**config.mk**
```make
export PLATFORM = sky130hd
export DESIGN_NAME = memctrl_host_if
export DESIGN_NICKNAME = d
export VERILOG_FILES = /design/src/rtl/memctrl_host_if.sv
export SDC_FILE = /design/constraint.sdc
export NUM_CORES = 1
export LEC_CHECK = 0
export BUFFER_PORTS_ARGS = -buffer_cell sky130_fd_sc_hd__buf_2
export CAP_MARGIN = 20
export CORE_ASPECT_RATIO = 0.5
export CORE_MARGIN = 5
export CORE_UTILIZATION = 51
export CTS_BUF_LIST = sky130_fd_sc_hd__clkbuf_4
export CTS_CLUSTER_SIZE = 25
export DETAILED_ROUTE_END_ITERATION = 7
export PLACE_DENSITY = 0.92
export SKIP_CTS_REPAIR_TIMING = 1
export SKIP_LAST_GASP = 1
export SLEW_MARGIN = 20
export SYNTH_ARGS = -nofsm -noshare
export SYNTH_HDL_FRONTEND = slang
export SYNTH_SLANG_ARGS = --single-unit
```
**constraint.sdc**
```tcl
create_clock -name CLK -period 3.5 [get_ports CLK]
set_clock_uncertainty 0.2 [all_clocks]
set_input_delay 0.525 -clock CLK [delete_from_list [all_inputs] [get_ports CLK]]
set_output_delay 0.525 -clock CLK [all_outputs]
set_load 0.03 [all_outputs]
```
**src/rtl/memctrl_host_if.sv**
```systemverilog
// Host-side sequencer for the MEMCTRL pin protocol: turns single-beat valid/ready requests
// into a SETUP phase followed by two CE pulses, returning read data on a one-cycle strobe.
module memctrl_host_if #(
    parameter int unsigned ADDR_W    = 16,
    parameter int unsigned DATA_W    = 8,
    parameter int unsigned SETUP_CYC = 1,
    parameter int unsigned PH_CYC    = 1
) (
    input  logic              CLK,
    input  logic              RST,
    input  logic              REQ_VALID,
    output logic              REQ_READY,
    input  logic              REQ_WR,
    input  logic [ADDR_W-1:0] REQ_ADDR,
    input  logic [DATA_W-1:0] REQ_WDATA,
    output logic              RSP_VALID,
    output logic [DATA_W-1:0] RSP_RDATA,
    output logic              BUSY,
    output logic              CE,
    output logic              CSB,
    output logic              WEB,
    output logic              OEB,
    output logic [ADDR_W-1:0] ADDR,
    output logic [DATA_W-1:0] IDATA,
    input  logic [DATA_W-1:0] ODATA
);

    localparam int unsigned MaxCyc = (SETUP_CYC > PH_CYC) ? SETUP_CYC : PH_CYC;
    localparam int unsigned CntW   = (MaxCyc > 1) ? $clog2(MaxCyc) : 1;
    localparam logic [CntW-1:0] SetupLd = CntW'(SETUP_CYC - 1);
    localparam logic [CntW-1:0] PhLd    = CntW'(PH_CYC - 1);

    typedef enum logic [2:0] {
        StIdle, StSetup, StCe1Hi, StCe1Lo, StCe2Hi, StCe2Lo
    } state_e;

    state_e            state_q, state_d;
    logic [CntW-1:0]   cnt_q, cnt_d;
    logic              wr_q, wr_d;
    logic              accept, capture;
    logic              ce_q, ce_d, csb_q, csb_d, web_q, web_d, oeb_q, oeb_d;
    logic              busy_q, busy_d, ready_q, ready_d;
    logic              rsp_valid_q, rsp_valid_d;
    logic [DATA_W-1:0] rsp_rdata_q, rsp_rdata_d;
    logic [ADDR_W-1:0] addr_q, addr_d;
    logic [DATA_W-1:0] idata_q, idata_d;

    always_comb begin
        state_d = state_q;
        cnt_d   = cnt_q;
        wr_d    = wr_q;
        accept  = REQ_VALID && ready_q;
        if (state_q == StIdle) begin
            if (accept) begin
                state_d = StSetup;
                cnt_d   = SetupLd;
                wr_d    = REQ_WR;
            end
        end else if (cnt_q != '0) begin
            cnt_d = cnt_q - 1'b1;
        end else begin
            cnt_d = PhLd;
            unique case (state_q)
                StSetup: state_d = StCe1Hi;
                StCe1Hi: state_d = StCe1Lo;
                StCe1Lo: state_d = StCe2Hi;
                StCe2Hi: state_d = StCe2Lo;
                default: state_d = StIdle;
            endcase
        end
    end

    // Outputs are registered from the next state so pins change on the same edge as the FSM.
    always_comb begin
        ce_d        = state_d inside {StCe1Hi, StCe2Hi};
        csb_d       = !(state_d inside {StSetup, StCe1Hi});
        web_d       = !((state_d inside {StSetup, StCe1Hi}) && wr_d);
        oeb_d       = !((state_d inside {StSetup, StCe1Hi, StCe1Lo}) && !wr_d);
        busy_d      = state_d != StIdle;
        ready_d     = state_d == StIdle;
        addr_d      = accept ? REQ_ADDR : addr_q;
        idata_d     = (accept && REQ_WR) ? REQ_WDATA : idata_q;
        capture     = (state_q == StCe1Lo) && (state_d == StCe2Hi) && !wr_q;
        rsp_valid_d = capture;
        rsp_rdata_d = capture ? ODATA : rsp_rdata_q;
    end

    always_ff @(posedge CLK) begin
        if (RST) begin
            state_q     <= StIdle;
            cnt_q       <= '0;
            wr_q        <= 1'b0;
            ce_q        <= 1'b0;
            csb_q       <= 1'b1;
            web_q       <= 1'b1;
            oeb_q       <= 1'b1;
            busy_q      <= 1'b0;
            ready_q     <= 1'b0;
            rsp_valid_q <= 1'b0;
            rsp_rdata_q <= '0;
            addr_q      <= '0;
            idata_q     <= '0;
        end else begin
            state_q     <= state_d;
            cnt_q       <= cnt_d;
            wr_q        <= wr_d;
            ce_q        <= ce_d;
            csb_q       <= csb_d;
            web_q       <= web_d;
            oeb_q       <= oeb_d;
            busy_q      <= busy_d;
            ready_q     <= ready_d;
            rsp_valid_q <= rsp_valid_d;
            rsp_rdata_q <= rsp_rdata_d;
            addr_q      <= addr_d;
            idata_q     <= idata_d;
        end
    end

    assign REQ_READY = ready_q;
    assign RSP_VALID = rsp_valid_q;
    assign RSP_RDATA = rsp_rdata_q;
    assign BUSY      = busy_q;
    assign CE        = ce_q;
    assign CSB       = csb_q;
    assign WEB       = web_q;
    assign OEB       = oeb_q;
    assign ADDR      = addr_q;
    assign IDATA     = idata_q;

endmodule

```
==> metrics.yaml, run 1 <==
outcome:
  run_status: "finished, final reports clean"
die:
  rows: 14
  die_area_mm2: 0.00436
  top_level_ports: 75
  dieHeight_um: 49.3
  die_w_um: 88.6
  coreArea_mm2: 0.00298
  initial_utilization_pct: 52.9
sta:
  hold_violations: 0
  fin_ws_ps: 1630
  min_period_ps: 1870
  drv_slew: 0
  slew_headroom_pct: 36.8
  fmax_mhz: 534
  fin_tns_setup_ps: 0
  rsz0062_at_grt: "false"
  setup_viol: 0
  period_share_pct: 53.5
  worstMarginPinSlew_ps: 948
yosys:
  ys_warn_count: 0
  synth_top_area_cell: "dfxtp_1"
  synth_area_mm2: 0.00157
  synth-edff-count: 0
  syn_inst: 185
  synth_top_cell_area_share_pct: 54.7
  synthSimpleGateAreaFrac_pct: 23.5
  synth_top_family_by_area: "simple AND/OR/NAND/NOR gates"
  synth_compound_area_share_pct: 15.0
  yosys.area_share.xor_xnor_pct: 0.556
  synth-main-ff-cell: "dfxtp_1"
  synthMuxAreaShare_pct: 0
  synthDistinctLibCells: 26
  synth.net_count: 221
  synth_area_leaders: "dfxtp_1, nand2_1, a21oi_1"
  ys_seq_elements: 43
  async_flop_share_pct: 0
  synthAdderAreaFrac_pct: 0
  syn_area_per_cell_um2: 8.51
  ys_seq_area_share_pct: 54.7
clocking:
  cts_tree: "built"
  clk_path_buf_depth: 2
  htree_num_levels: 2
  cts_buffers: 5
  cts_sinks: 43
  root_buffer: "clkbuf_4"
  clk_pin_slew_ps: 120
  insertion_delay_ps: 340
critical_path:
  slowest_stage: "and2_1"
  critical_path.cell_chain: "and2_1, and3_1, o21bai_1"
  path_buf_inv: 0
  crit_cells: 3
  critical_path_class: "reg2reg"
  required_ps: 3530
  reg2reg_depth: 3
  cp_max_fo: 29
  cpLargestDelayFamily: "simple AND/OR/NAND/NOR gates"
  cpPeakStageDelay_ps: 780
  end_kind: "flop"
  critPathLaunchType: "flop"
  cp.arrival_ps: 1900
placed_design:
  hpwlAfterDp_um: 2650
  place.gp.congestion: 0.786
  portBuffers: 74
  place_ws_ps: 1400
worst_hold_path:
  holdPathStages: 3
  hold_class: "in2reg"
routing:
  drt_pass1_iterations: 4
  wirelength_um: 3620
  drcViolationCount: 0
  vias: 1431
  ant_nets: 0
  wl_per_cell_um: 12.5
  first_iter_violations: 88
  vias_per_cell: 4.92
power_and_ir_drop:
  internal_power_uw: 661
  ir_drop_mv: 0.254
  switchingPower_uw: 300
  switching_share_pct: 31.2
  p_per_area_mw_per_mm2: 493
  p_leak_uw: 0.000872
  power_frac_comb_pct: 20.4
  pwr-share-clk_pct: 22.3
  p_seq_share_pct: 57.3
grt:
  groute.usage.overall_pct: 16.6
  grt_pass1_wl_um: 5750
  grt_pass1_vias: 1290
  overflow: 0
  grt_max_degree: 43
  antenna_found_initial: 0
final_layout:
  drive_above_1_share_pct: 33.1
  layout.nets: 287
  diodes: 0
  nFillCells: 266
  syn_to_final_growth_pct: 23.7
flow_run:
  max_cap_violations: 0
-- metal layers --
metal  up-vias  track usage (%)  share of wire, %
met5         -                0                 0
met4         0             6.53               1.1
met3         4             5.06               7.8
met2        49             28.2                52
met1       635             19.5                39
li1        743                -                 -
-- per-stage QoR --
stage	cell area, um2	hold WS, ps	utilization [%]	total power, uW	cells
final	1950	214	65.4	960	291
after global routing	1950	185	65.4	1020	291
after CTS	1950	201	65.4	970	291
after detailed placement	1900	243	63.8	758	284
after global placement	1900	238	63.8	752	284
after floorplan	1570	320	-	707	185
-- power groups by stage --
stage	sequential, uW	combinational [uW]	clock, uW
floorplan	607	101	0
global placement	559	192	0
detailed placement	562	197	0
CTS	550	197	222
global route	556	214	245
finish	550	196	214
-- kinds of logic (layout without fill, tap and decap cells) --
kind of cell           count (synthesis)  in the layout
XOR/XNOR                               1              1
AND/OR/NAND/NOR                       84             84
AO/OA/AOI/OAI                         41             41
buffers and inverters                 16             82
flip-flops                            43             43
-- worst paths after layout --
check                                            from                    end  slack [ps]
worst min register to register  IDATA[5]$_SDFFE_PP0P_  IDATA[5]$_SDFFE_PP0P_         260
worst min-delay path                      REQ_ADDR[2]   ADDR[2]$_SDFFE_PP0P_         210
worst max-delay path             REQ_READY$_SDFF_PP0_         WEB$_SDFF_PP1_        1630
worst max register to register   REQ_READY$_SDFF_PP0_         WEB$_SDFF_PP1_        1630
-- worst register-to-register path: cells and delay by family, from the launching register on --
kind / cells / cell delay, ps
AO/OA/AOI/OAI: 1 / 80
flip-flops: 1 / 410
AND/OR/NAND/NOR: 2 / 1090
-- registers in the layout, summed over array words and instances, names as in the netlist --
name       flops
CE             1
ADDR          16
BUSY           1
CSB            1
wr_q           1
WEB            1
RSP_VALID      1
RSP_RDATA      8
REQ_READY      1
OEB            1
IDATA          8
state_q        3
-- Yosys cell counts (all sizes together) (2+ instances only) --
library cell / instances
and2: 2
nor3: 4
buf: 9
clkbuf: 6
nand3: 9
a21oi: 33
nor2: 5
o21a: 2
a2111oi: 2
dfxtp: 43
nand2: 58
-- area by class of cell --
cell class,instances,area (um2),area share [%]
inverter,1,3.75,0.193
timing repair buffer,74,370,19.0
sequential,43,861,44.2
clock buffer,5,37.5,1.93
clock inverter,2,8.76,0.450
multi-input combinational,126,616,31.6
tap,40,50.0,2.57
-- placed cells by master, fill, tap and decap left out, types with 2 or more instances in the layout --
cell,netlist,layout
a2111oi_2,2,2
a21oi_1,33,33
and2_1,2,2
buf_2,3,74
clkbuf_4,0,5
dfxtp_1,43,43
nand2_1,58,58
nand3_1,9,9
nor2_1,5,5
nor3_1,3,3
o21a_1,2,2
No activity file was read; power rests on OpenSTA's default activity.
==> run 2, diff against run 1 <==
Settings changed: CORE_UTILIZATION 51 to 43, PLACE_DENSITY 0.92 to 0.83.
Clock period 3.5 ns to 1.59 ns, I/O delays scaled along.
==> run 2 against run 1 <==
  * Global-route usage shrank 0.85 points
  * Worst hold slack lost 160 ps
  * Wire length grew 29%
  * Utilization up 2.2 points
  * Register-to-register slack worse by 1500 ps
  * Via count grew 15%
  * Critical path depth increased by 1
  * Sequential share of layout area down 7.5 points
  * Die area rose by 16%
  * Sequential power rose by 120%
  * Combinational power increased to 2.7 times the previous value
  * Non-clock buffer count grew 40
  * Critical path type unchanged
  * Largest cell class unchanged
  * Largest power group unchanged
==> metrics.yaml, run 2 (synthesized netlist as in run 1, its figures left out) <==
outcome:
  run_status: "finished, final reports clean"
routing:
  vias: 1652
  first_iter_violations: 41
  drcViolationCount: 0
  vias_per_cell: 4.83
  ant_nets: 0
  wl_per_cell_um: 13.6
  drt_pass1_iterations: 4
  wirelength_um: 4660
final_layout:
  syn_to_final_growth_pct: 49.1
  layout.nets: 327
  final_common_cell: "buf_2"
  drive_above_1_share_pct: 32.0
  final_cell_mix: "buf_2, nand2_1, dfxtp_1"
  diodes: 0
  post-route-util_pct: 67.6
  nFillCells: 284
  largest_reg_flops: 16
die:
  initial_utilization_pct: 45.3
  dieHeight_um: 52.8
  top_level_ports: 75
  die_w_um: 95.6
  rows: 15
  coreArea_mm2: 0.00347
  die_area_mm2: 0.00504
clocking:
  cts_tree: "built"
  root_buffer: "clkbuf_4"
  insertion_delay_ps: 330
  clk_path_buf_depth: 2
  clk_pin_slew_ps: 110
  cts_buffers: 5
  cts_sinks: 43
  htree_num_levels: 2
power_and_ir_drop:
  p_per_area_mw_per_mm2: 952
  p_leak_uw: 0.00105
  switchingPower_uw: 705
  power_frac_comb_pct: 24.1
  ir_drop_mv: 0.342
  switching_share_pct: 31.6
  p_seq_share_pct: 54.4
  pwr-share-clk_pct: 21.5
  total_power_uw: 2230
  internal_power_uw: 1530
grt:
  groute.usage.overall_pct: 15.8
  grt_pass1_wl_um: 6220
  overflow: 0
  antenna_found_initial: 0
  grt_pass1_vias: 1457
  grt_max_degree: 17
flow_run:
  max_cap_violations: 0
sta:
  fmax_mhz: 662
  slew_headroom_pct: 77.3
  setup_viol: 0
  worstMarginPinSlew_ps: 339
  hold_violations: 0
  drv_slew: 0
  min_period_ps: 1510
  period_share_pct: 95.1
critical_path:
  reg2reg_depth: 4
  critical_path_class: "reg2reg"
  worstReg2RegStart: "REQ_READY$_SDFF_PP0_"
  critPathLaunchType: "flop"
  reg2reg_slack_ps: 80
  cp_max_fo: 10
  end_kind: "flop"
  required_ps: 1630
  timing.rr.end: "WEB$_SDFF_PP1_"
  cp.arrival_ps: 1550
placed_design:
  hpwlAfterDp_um: 2930
  place.gp.congestion: 0.806
  portBuffers: 74
worst_hold_path:
  hold_start: "REQ_WR"
  holdPathStages: 3
  holdPathEnd: "IDATA[2]$_SDFFE_PP0P_"
  hold_class: "in2reg"
run 2: changes by cell type in the layout (fill, tap and decap cells not counted), sizes merged:
cell         delta
dlygate4sd3    +32
buf             +8
run 2: power by group through the flow:
stage          Clock (uW)  Combinational [uW]  Sequential, uW
6_report              481                 538            1210
5_1_grt               544                 581            1230
4_1_cts               485                 468            1210
3_5_place_dp            0                 467            1230
3_3_place_gp            0                 457            1230
2_1_floorplan           0                 221            1340
run 2: how the worst max path moves through the flow:
stage,from,end,depth (start not counted)
6_report,REQ_READY$_SDFF_PP0_,WEB$_SDFF_PP1_,4
5_1_grt,REQ_READY$_SDFF_PP0_,WEB$_SDFF_PP1_,4
4_1_cts,state_q[1]$_SDFF_PP0_,RSP_RDATA[4]$_SDFFE_PP0P_,3
3_5_place_dp,state_q[1]$_SDFF_PP0_,RSP_RDATA[4]$_SDFFE_PP0P_,3
3_3_place_gp,state_q[1]$_SDFF_PP0_,RSP_RDATA[0]$_SDFFE_PP0P_,3
2_1_floorplan,REQ_READY$_SDFF_PP0_,IDATA[4]$_SDFFE_PP0P_,5
run 2: through the flow:
stage,instances,hold WS [ps],instance area [um2],TNS (ps),setup WS [ps]
2_1_floorplan,185,175,1570,0,142
3_3_place_gp,303,237,1970,0,152
3_5_place_dp,303,241,1970,0,56.2
4_1_cts,310,-87.0,2020,0,22.0
5_1_grt,342,43.4,2350,-0.420,-0.420
6_report,342,58.7,2350,0,78.6
run 2: worst max-delay path, stage by stage (launching register included):
cell      delay (ps)
dfxtp_1          450
and2_1           280
buf_4            230
o21ai_1           90
o21bai_1         170
run 2: per-layer routing:
layer	up-vias	wire, um	global-route usage, %
li1	822	-	-
met1	770	1840	16.9
met2	54	2510	29.6
met3	6	249	4.30
met4	0	59	6.13
met5	-	0	0
run 2: cell type report:
cell class                 count  area (um2)  area share [%]
clock buffer                   5        37.5            1.60
clock inverter                 2        8.76           0.373
inverter                       1        3.75           0.160
multi-input combinational    126         621            26.4
sequential                    43         862            36.7
tap                           51        63.8            2.72
timing repair buffer         114         751            32.0
